`src/rtl/channel_quadrature_decoder.sv`:
```
// channel_quadrature_decoder
// Quadrature encoder input channel: polarity, per-input glitch filter,
// Gray-code decoder with x1/x2/x4 resolution, index (Z) reset, and a
// period-end capture register.
//
// Ports:
//   pe_enc_clk, pe_enc_rstn      clock, async active-low reset
//   pe_enc_logic_clr             synchronous clear; config may change only here
//   timing_enable                gates counting (direction still tracks)
//   arr_cnt_end                  period end: capture count and restart
//   r_ecm, r_ecp, r_ecnp, r_ecf, r_eczen   mode / polarity / filter / index cfg
//   ec_a, ec_b, ec_z             synchronised encoder inputs
//   r_ec                         captured count
//   r_ed                         direction (0 forward, 1 reverse)
//   r_eerr, r_eovf               sticky illegal-transition / wrap flags
//   encoder_detected             combinational counting-event strobe
module channel_quadrature_decoder #(
  parameter int CNT_W = 16,
  parameter int FLT_W = 4
) (
  input  logic             pe_enc_clk,
  input  logic             pe_enc_rstn,
  input  logic             pe_enc_logic_clr,
  input  logic             timing_enable,
  input  logic             arr_cnt_end,
  input  logic [1:0]       r_ecm,
  input  logic             r_ecp,
  input  logic             r_ecnp,
  input  logic [FLT_W-1:0] r_ecf,
  input  logic             r_eczen,
  input  logic             ec_a,
  input  logic             ec_b,
  input  logic             ec_z,
  output logic [CNT_W-1:0] r_ec,
  output logic             r_ed,
  output logic             r_eerr,
  output logic             r_eovf,
  output logic             encoder_detected
);

  // Bit 2 = A, bit 1 = B, bit 0 = Z. Z is never inverted.
  logic [2:0]       raw;
  logic [2:0]       filt;
  logic [FLT_W-1:0] fcnt [3];

  logic [1:0]       s;
  logic [1:0]       s_d;
  logic             z_d;
  logic [CNT_W-1:0] cnt;

  logic             chg;
  logic             illegal;
  logic             legal_chg;
  logic             fwd;
  logic             qual;
  logic             z_rise;

  assign raw = {ec_a ^ r_ecp, ec_b ^ r_ecnp, ec_z};
  assign s   = filt[2:1];

  always_comb begin
    chg       = (s != s_d);
    illegal   = ((s ^ s_d) == 2'b11);
    legal_chg = chg && !illegal;
    // Forward order 00->10->11->01->00; any other single-bit change is reverse.
    fwd       = ((s_d == 2'b00) && (s == 2'b10)) ||
                ((s_d == 2'b10) && (s == 2'b11)) ||
                ((s_d == 2'b11) && (s == 2'b01)) ||
                ((s_d == 2'b01) && (s == 2'b00));
    unique case (r_ecm)
      2'b00:   qual = legal_chg &&
                      (((s_d == 2'b00) && (s == 2'b10)) ||
                       ((s_d == 2'b10) && (s == 2'b00)));
      2'b01:   qual = legal_chg && (s[1] != s_d[1]);
      default: qual = legal_chg;
    endcase
    z_rise           = filt[0] && !z_d;
    encoder_detected = timing_enable && qual;
  end

  always_ff @(posedge pe_enc_clk or negedge pe_enc_rstn) begin
    if (!pe_enc_rstn) begin
      filt   <= '0;
      for (int unsigned i = 0; i < 3; i++) fcnt[i] <= '0;
      s_d    <= '0;
      z_d    <= 1'b0;
      cnt    <= '0;
      r_ec   <= '0;
      r_ed   <= 1'b0;
      r_eerr <= 1'b0;
      r_eovf <= 1'b0;
    end else if (pe_enc_logic_clr) begin
      // Load filtered and history state from the live inputs so leaving
      // clear never produces a spurious transition.
      filt   <= raw;
      for (int unsigned i = 0; i < 3; i++) fcnt[i] <= '0;
      s_d    <= raw[2:1];
      z_d    <= raw[0];
      cnt    <= '0;
      r_ec   <= '0;
      r_ed   <= 1'b0;
      r_eerr <= 1'b0;
      r_eovf <= 1'b0;
    end else begin
      for (int unsigned i = 0; i < 3; i++) begin
        if (raw[i] == filt[i]) begin
          fcnt[i] <= '0;
        end else if (fcnt[i] == r_ecf) begin
          filt[i] <= raw[i];
          fcnt[i] <= '0;
        end else begin
          fcnt[i] <= fcnt[i] + FLT_W'(1);
        end
      end
      s_d <= s;
      z_d <= filt[0];

      if (illegal)   r_eerr <= 1'b1;
      if (legal_chg) r_ed   <= !fwd;

      if (arr_cnt_end) begin
        // Restart from zero, but keep an event that lands on the boundary.
        r_ec <= cnt;
        if (encoder_detected) begin
          if (fwd) begin
            cnt <= CNT_W'(1);
          end else begin
            cnt    <= '1;
            r_eovf <= 1'b1;
          end
        end else begin
          cnt <= '0;
        end
      end else if (r_eczen && z_rise) begin
        cnt <= '0;
      end else if (encoder_detected) begin
        if (fwd) begin
          cnt <= cnt + CNT_W'(1);
          if (cnt == '1) r_eovf <= 1'b1;
        end else begin
          cnt <= cnt - CNT_W'(1);
          if (cnt == '0) r_eovf <= 1'b1;
        end
      end
    end
  end

endmodule

```
`config.mk`:
```
export PLATFORM = sky130hd
export DESIGN_NAME = channel_quadrature_decoder
export DESIGN_NICKNAME = d
export VERILOG_FILES = /design/src/rtl/channel_quadrature_decoder.sv
export SDC_FILE = /design/constraint.sdc
export NUM_CORES = 1
export LEC_CHECK = 0
export ABC_AREA = 0
export CORE_UTILIZATION = 40
export CTS_CLUSTER_DIAMETER = 40
export CTS_CLUSTER_SIZE = 8
export DETAILED_ROUTE_END_ITERATION = 10
export GPL_ROUTABILITY_DRIVEN = 0
export RECOVER_POWER = 50
export REMOVE_ABC_BUFFERS = 1
export SYNTH_ARGS = -nofsm -noshare
export SYNTH_HDL_FRONTEND = slang
export SYNTH_SLANG_ARGS = --single-unit
```
`constraint.sdc`:
```
create_clock -name pe_enc_clk -period 3.35 [get_ports pe_enc_clk]
set_clock_uncertainty 0.05 [all_clocks]
set_input_delay 0.8375 -clock pe_enc_clk [delete_from_list [all_inputs] [get_ports pe_enc_clk]]
set_output_delay 0.8375 -clock pe_enc_clk [all_outputs]
set_load 0.02 [all_outputs]
```
Yosys cells after proc, flatten, opt, wreduce, memory -nomap -nowiden --
Cells that the tools add are included.
Cells by class: add/sub/neg operators 5, eq/ne operators 23, muxes and demuxes 39, bitwise gates (word level) 3, reductions and logical operators 35
Operator list (number):
- 16-bit two-way mux | 9
- 4-bit two-way mux | 6
- 1-bit two-way mux | 20
- 16-bit by 1-bit adder with 16-bit output (second input constant) | 1
- 16-bit equality test (second input constant) | 1
- 16-bit logical NOT | 1
- 16-bit by 1-bit subtractor with 16-bit output (second input constant) | 1
- 2-bit nonzero test | 7
- 4-bit by 1-bit adder with 4-bit output (second input constant) | 3
- 4-bit equality test | 3
- 12-bit two-way mux | 1
- 1-bit logical AND | 11
- 2-bit equality test (second input constant) | 5
- 4-bit nonzero test | 2
- 2-bit by 1-bit equality test with 1-bit output (second input constant) | 3
- 2-bit logical NOT | 3
- 2-bit != test (second input constant) | 3
- 3-bit != test (second input constant) | 2
- 2-bit AND reduction | 3
- 5-bit AND reduction | 1
- 1-bit logical OR | 4
- 1-bit equality test | 3
- 1-bit logical NOT | 3
- 3-bit two-way mux | 1
- other kinds (7) | 8
Word-level totals: flip-flop bits (word level) 53, input port bits 17, output and inout bits 20

Depth between registers and ports, before layout --
Gate-level depths: netlist of run 1.
depth after elaboration 11, gate-level depth with buffers 11, mapped depth without buffers 10

Worst setup path after synthesis of run 1 --
Ideal clock, no wire load.
path kind reg2reg, start register filt[1], end register cnt[14], setup time 0.128 ns, arrival time 2.762 ns, data required time 3.172 ns, path slack 0.410 ns, cell stages (with the launch flop) 12, path buffers 1, cell sequence dfrtp_1 > buf_6 > xor2_2 > nor2_4 > inv_1 > ha_1 > a21o_1 > a2111oi_4 > a211oi_1 > a221oi_1 > xor2_1 > o21ai_0
On the way: word-level cells in the longest chain between the ends 10, elaborated cells on any way between the ends 30, classes of those cells 5 x eq/ne; 8 x mux; 1 x bitwise; 16 x reduce/logical
RTL lines:
- start, declared | line 43 | logic [2:0] filt;
- start signal, assigned | line 95 | filt <= raw;
- start signal, assigned by index | line 109 | filt[i] <= raw[i];
- 2-bit XOR (tied with other cells) | line 63 | illegal = ((s ^ s_d) == 2'b11);
- 2-bit equality test (tied with other cells) | line 63
- 1-bit logical NOT or 1-bit logical OR (tied branches) | line 64, 66
- 1-bit logical AND or 1-bit logical OR (tied branches) | line 64, 67
- 1-bit logical AND (tied with other cells) | line 74 | 2'b01: qual = legal_chg && (s[1] != s_d[1]);
- 1-bit case mux with 2 select lines or 16-bit two-way mux (tied branches) | line 70, 137
- 1-bit logical AND or 16-bit two-way mux (tied branches) | line 78, 136
- 16-bit two-way mux (on tied branches) | line 124, 134
- 16-bit two-way mux | line 121 | if (arr_cnt_end) begin
- 16-bit two-way mux | line 92 | end else if (pe_enc_logic_clr) begin
- end signal, assigned | line 138 | cnt <= cnt + CNT_W'(1);
- end signal, assigned | line 141 | cnt <= cnt - CNT_W'(1);
- end, declared | line 49 | logic [CNT_W-1:0] cnt;
Parallel ways exist; a longest one is shown, timed or not. The select of a mux whose other input is x is not followed. A chain may end at the register's enable or synchronous reset.

Worst setup path in the final report of run 1 --
Same ends and word-level chain as after synthesis.

==> impl_metrics.csv, run 1 <==
group,metric,value,unit
clock_tree,path_clk_slew,0.10,ns
yosys,synth_top_area_share,40.1,%
status,status,"finished clean",
yosys,synthTopCellsByArea,"dfrtp_1, ha_1, xnor2_1, mux2i_1, a21oi_1",
yosys,synthDistinctLibCells,51,
clock_tree,cts_hold_buf,0,
global_route,antenna_found_initial,0,
yosys,synth_cells,333,
worst_setup_path,startpoint_type,"flop",
routing,wl_per_cell,15.6,µm
place,io_buffers,36,
routing,wl,7490,µm
run,maxCapViolCount,0,
worst_setup_path,cp_slowest_cell,"dfrtp_1",
yosys,synth.most_common_cell,"dfrtp_1",
sta,setup_violations,0,
yosys,synth_edf_count,0,
sta,fin_crit,2.95,ns
clock_tree,cts_tree,"done",
routing,ant_nets,0,
yosys,async_flop_share,100,%
pwr,p_leak,1.74,nW
routing,drc_errors,0,
clock_tree,cts-root-buf,"clkbuf_8",
global_route,globalRoute.totalOverflow,0,
worst_setup_path,path_max_fanout,8,
finish,drive_above_1_share,8.97,%
yosys,synth_area_per_cell,9.92,µm²
floorplan,io_pins,37,
place,place_area,0.00381,mm²
clock_tree,post_cts_resized,0,
worst_setup_path,required,3.49,ns
floorplan,num_rows,32,
routing,vias,2619,
floorplan,die_x,92.9,µm
yosys,yosys_warnings,0,
floorplan,dieHeight,92.9,µm
sta,hold_viol,0,
place,place_hpwl,5650,µm
finish,stdcell_area,0.00391,mm²
yosys,synthTopCellsByCount,"dfrtp_1, nor2_1, a21oi_1, xnor2_1, nand2_1",
sta,period_share,88.1,%
sta,slew_violations,0,
sta,tns,0,ns
sta,worst_hold_slack,0.453,ns
pwr,powerDensity,696,mW/mm²
finish,nNetsFinal,414,
sta,fmax,339,MHz
worst_setup_path,cp_cell_sequence,"xor2_2 -> nor2_4 -> inv_1 -> ha_1 -> a21o_1 -> a2111oi_4 -> a211oi_1 -> a221oi_1 -> xor2_1 -> o21ai_0",
clock_tree,post_cts_buffers,0,
worst_setup_path,arrival,3.09,ns
global_route,grt_pass1_vias,2524,
global_route,grt_pass1_wl,12500,µm
worst_setup_path,max_stage_delay,0.48,ns
finish,synthToLayoutAreaGrowth,18.2,%
routing,via_per_inst,5.44,
yosys,synth_area_leader_cell,"dfrtp_1",
worst_setup_path,endpoint_kind,"flop",
clock_tree,numCtsBuffers,5,
place,pre_cts_slack,0.0175,ns
sta,rsz0062_at_grt,"no",
clock_tree,htreeDepth,2,
yosys,syn_area,0.00330,mm²
routing,drtIter0Drc,126,
floorplan,dieArea,0.00863,mm²
yosys,synth_seq_cells,53,
routing,first_pass_iters,4,
yosys,synth-main-ff-cell,"dfrtp_1",
floorplan,core-area,0.00785,mm²
yosys,yosysSeqAreaShare,40.1,%
worst_setup_path,path_class,"flop to flop",
clock_tree,clockBufferDepth,2,
sta,fin_ws,0.398,ns
worst_setup_path,cpLargestDelayFamily,"compound AO/OA/AOI/OAI gates",
finish,finish.utilization,49.8,%
floorplan,initial_core_util,42.1,%
pwr,ir_drop,235,µV
finish,antenna_cells,0,
sta,tightestPinTransition,1.15,ns
global_route,grt_usage,18.5,%
hold_path,hold_class,"flop to flop",
global_route,grt_max_degree,39,
clock_tree,cts.sinks,53,
sta,maxSlewHeadroom,23.3,%
worst_setup_path,cp_num_buf_inv,1,
clock_tree,clock_latency,0.31,ns
[placed cells by master, fill, tap and decap left out, drive strengths merged, types with 10 or more instances in the layout]
cell type	synthesis	layout
clkbuf	3	10
nor2	36	36
nand2	20	20
inv	9	10
mux2i	17	17
o21ai	19	19
ha	18	18
xnor2	22	22
clkdlybuf4s50	0	32
xor2	14	14
a21oi	30	30
dfrtp	53	53
[metrics by stage]
step,instances,power (W)
after floorplan,323,0.00192
after global placement,473,0.00231
after detailed placement,473,0.00232
after CTS,481,0.00274
after global routing,481,0.00292
final,481,0.00272
[state kept, by name (all words and copies together), names as in the netlist]
register,flops
cnt,16
r_ec,16
filt,3
r_ed,1
z_d,1
r_eerr,1
fcnt,12
s_d,2
r_eovf,1
[where the power goes]
| group | internal, W | switching [W] | total (W) |
|---|---|---|---|
| combinational | 0.000645 | 0.000786 | 0.00143 |
| sequential | 0.000743 | 0.000146 | 0.000889 |
| clock | 0.000172 | 0.000228 | 0.000400 |
| total | 0.00156 | 0.00116 | 0.00272 |
[routing by layer]
metal  GRT usage, %  share of wire (%)  wire length [µm]  vias up
met5              0                  0                 0        -
met3           3.86                4.2               314        9
met4           5.00                1.4               104        0
met1           25.3                 47              3530     1248
met2           29.8                 47              3540       59
li1               -                  -                 -     1303
[logic make-up after synthesis]
| kind of cell | synth area share (%) |
|---|---|
| buf+inv | 2.99 |
| fa+ha+maj | 7.42 |
| mux | 7.19 |
| compound gates | 17.2 |
| simple gates | 15.1 |
| xor+xnor | 10.0 |
| flops | 40.1 |
[path summary, 6_finish.rpt]
check	startpoint	to	slack (ns)	depth (start not counted)
max	filt[1]	cnt[14]	0.40	10
min	fcnt[0]	fcnt[0]	0.45	1
max reg2reg	filt[1]	cnt[14]	0.40	10
min reg2reg	fcnt[0]	fcnt[0]	0.45	1
max in group asynchronous	pe_enc_rstn	cnt[15]	1.29	2
min in group asynchronous	pe_enc_rstn	r_ec[3]	0.54	1
[layout make-up]
type | instances | area, µm²
clock buffers | 6 | 82.6
fillers | 763 | 3940
repair buffers | 48 | 437
well taps | 102 | 128
inverters | 9 | 36.3
flip-flops and latches | 53 | 1330
multi-input cells | 261 | 1880
clock inverters | 2 | 17.5
(Power assumes the default switching activity.)
==> inputs of run 2 (changes only) <==
==> constraint.sdc (replaced) <==
create_clock -name pe_enc_clk -period 3.35 [get_ports pe_enc_clk]
set_clock_uncertainty 0.05 [all_clocks]
set_input_delay 0.67 -clock pe_enc_clk [delete_from_list [all_inputs] [get_ports pe_enc_clk]]
set_output_delay 0.67 -clock pe_enc_clk [all_outputs]
set_load 0.02 [all_outputs]
==> impl_metrics.csv, run 2 (synthesis results as in run 1) <==
group,metric,value,unit
status,status,"finished with violations",
status,violations,"capacitance limit, slew limit",
finish,synthToLayoutAreaGrowth,17.0,%
finish,drive_above_1_share,7.71,%
pwr,internal-power,0.00153,W
clock_tree,htreeDepth,2,
finish,final_cells,478,
finish,antenna_cells,0,
finish,layout_commonest_cell,"dfrtp_1",
sta,fmax,325,MHz
clock_tree,post_cts_resized,0,
floorplan,io_pins,37,
clock_tree,cts.sinks,53,
place,place_hpwl,5550,µm
routing,via_per_inst,5.47,
clock_tree,cts_hold_buf,0,
floorplan,dieArea,0.00863,mm²
routing,ant_nets,0,
worst_setup_path,required,2.63,ns
global_route,grt_pass1_vias,2588,
routing,wl_per_cell,15.7,µm
floorplan,initial_core_util,42.1,%
sta,hold_viol,0,
pwr,p_leak,1.70,nW
global_route,globalRoute.totalOverflow,0,
run,maxCapViolCount,2,
sta,period_share,91.9,%
global_route,grt_pass1_wl,12700,µm
clock_tree,cts-root-buf,"clkbuf_8",
routing,vias,2616,
finish,final_cell_mix,"dfrtp_1, nor2_1, clkdlybuf4s50_1",
finish,nFillCells,776,
pwr,clkPwrFrac,13.7,%
floorplan,dieHeight,92.9,µm
worst_setup_path,path_max_fanout,6,
clock_tree,path_clk_slew,0.09,ns
floorplan,core-area,0.00785,mm²
routing,drc_errors,0,
hold_path,hold_class,"flop to flop",
sta,tightestPinTransition,2.10,ns
global_route,grt_max_degree,40,
sta,slew_violations,72,
worst_setup_path,cp_slowest_cell,"clkdlybuf4s50_1",
sta,tns,0,ns
clock_tree,cts_tree,"done",
routing,first_pass_iters,5,
sta,fin_crit,3.08,ns
finish,reg.largest.list,"cnt (16), r_ec (16), fcnt (12)",
global_route,grt_usage,19.1,%
sta,maxSlewHeadroom,-39.9,%
worst_setup_path,cp_cell_sequence,"xor2_1 -> ha_1 -> nand2_1 -> or2_1 -> inv_4 -> clkdlybuf4s50_1",
worst_setup_path,arrival,2.36,ns
pwr,power.total,0.00267,W
routing,wl,7510,µm
worst_setup_path,cp_num_buf_inv,2,
worst_setup_path,startpoint_type,"flop",
pwr,powerDensity,691,mW/mm²
pwr,power_switching,0.00115,W
clock_tree,numCtsBuffers,5,
worst_setup_path,path_class,"flop to primary output",
worst_setup_path,cpLargestDelayFamily,"buffers and inverters",
sta,setup_violations,0,
finish,nNetsFinal,411,
pwr,p_seq_share,33.2,%
worst_setup_path,max_stage_delay,0.60,ns
pwr,swShare,42.9,%
pwr,ir_drop,293,µV
worst_setup_path,endpoint_kind,"primary output",
place,io_buffers,36,
global_route,antenna_found_initial,0,
routing,drtIter0Drc,110,
clock_tree,clock_latency,0.31,ns
clock_tree,post_cts_buffers,0,
pwr,pwr-share-comb,53.1,%
place,dp.cells,470,
floorplan,die_x,92.9,µm
clock_tree,clockBufferDepth,2,
floorplan,num_rows,32,
sta,rsz0062_at_grt,"no",
## run 2: cell count changes in the layout (fill, tap and decap cells not counted), sizes merged
cell,previous run,this run
inv,10,9
buf,9,6
clkinvlp,0,2
dlygate4sd3,2,1
clkdlybuf4s50,32,34
clkinv,1,0
dlymetal6s2s,1,0
## run 2: per-layer routing
metal,global-route usage [%],vias to the layer above,part of all wire [%]
met5,0,-,0
met4,7.44,0,2.3
met3,2.96,11,3.4
met2,32.0,61,47
met1,24.4,1253,47
li1,-,1291,-
## run 2: path summary, 6_finish.rpt
| kind | startpoint | end | slack (ns) | cells past startpoint |
|---|---|---|---|---|
| min | fcnt[4] | fcnt[4] | 0.45 | 1 |
| max in group asynchronous | pe_enc_rstn | cnt[14] | 1.14 | 2 |
| min in group asynchronous | pe_enc_rstn | r_ec[1] | 0.90 | 1 |
| max reg2reg | filt[1] | cnt[14] | 0.30 | 10 |
| min reg2reg | fcnt[4] | fcnt[4] | 0.45 | 1 |
| max | filt[1] | encoder_detected | 0.27 | 6 |
## run 2: power groups by stage
stage	sequential, W	clock [W]	combinational (W)
after floorplan	0.000887	0	0.00103
after global placement	0.000900	0	0.00140
after detailed placement	0.000901	0	0.00141
after CTS	0.000889	0.000381	0.00142
after global routing	0.000906	0.000405	0.00159
final	0.000888	0.000367	0.00142
## run 2: cell type report
| type | count | area (µm²) | share of cell area, % |
|---|---|---|---|
| timing repair buffer | 45 | 410 | 10.6 |
| multi-input combinational | 261 | 1880 | 48.6 |
| tap | 102 | 128 | 3.30 |
| inverter | 9 | 36.3 | 0.938 |
| sequential | 53 | 1330 | 34.3 |
| clock buffer | 6 | 72.6 | 1.88 |
| clock inverter | 2 | 15.0 | 0.388 |
## run 2: metrics by stage
step | hold WS [ns] | util [%] | area [µm²] | setup slack, ns
floorplan | 0.324 | - | 3240 | 0.419
global placement | 0.442 | 48.3 | 3790 | 0.307
detailed placement | 0.446 | 48.3 | 3790 | 0.268
CTS | 0.450 | 49.4 | 3880 | 0.238
global route | 0.481 | 49.3 | 3870 | 0.0348
finish | 0.454 | 49.3 | 3870 | 0.272
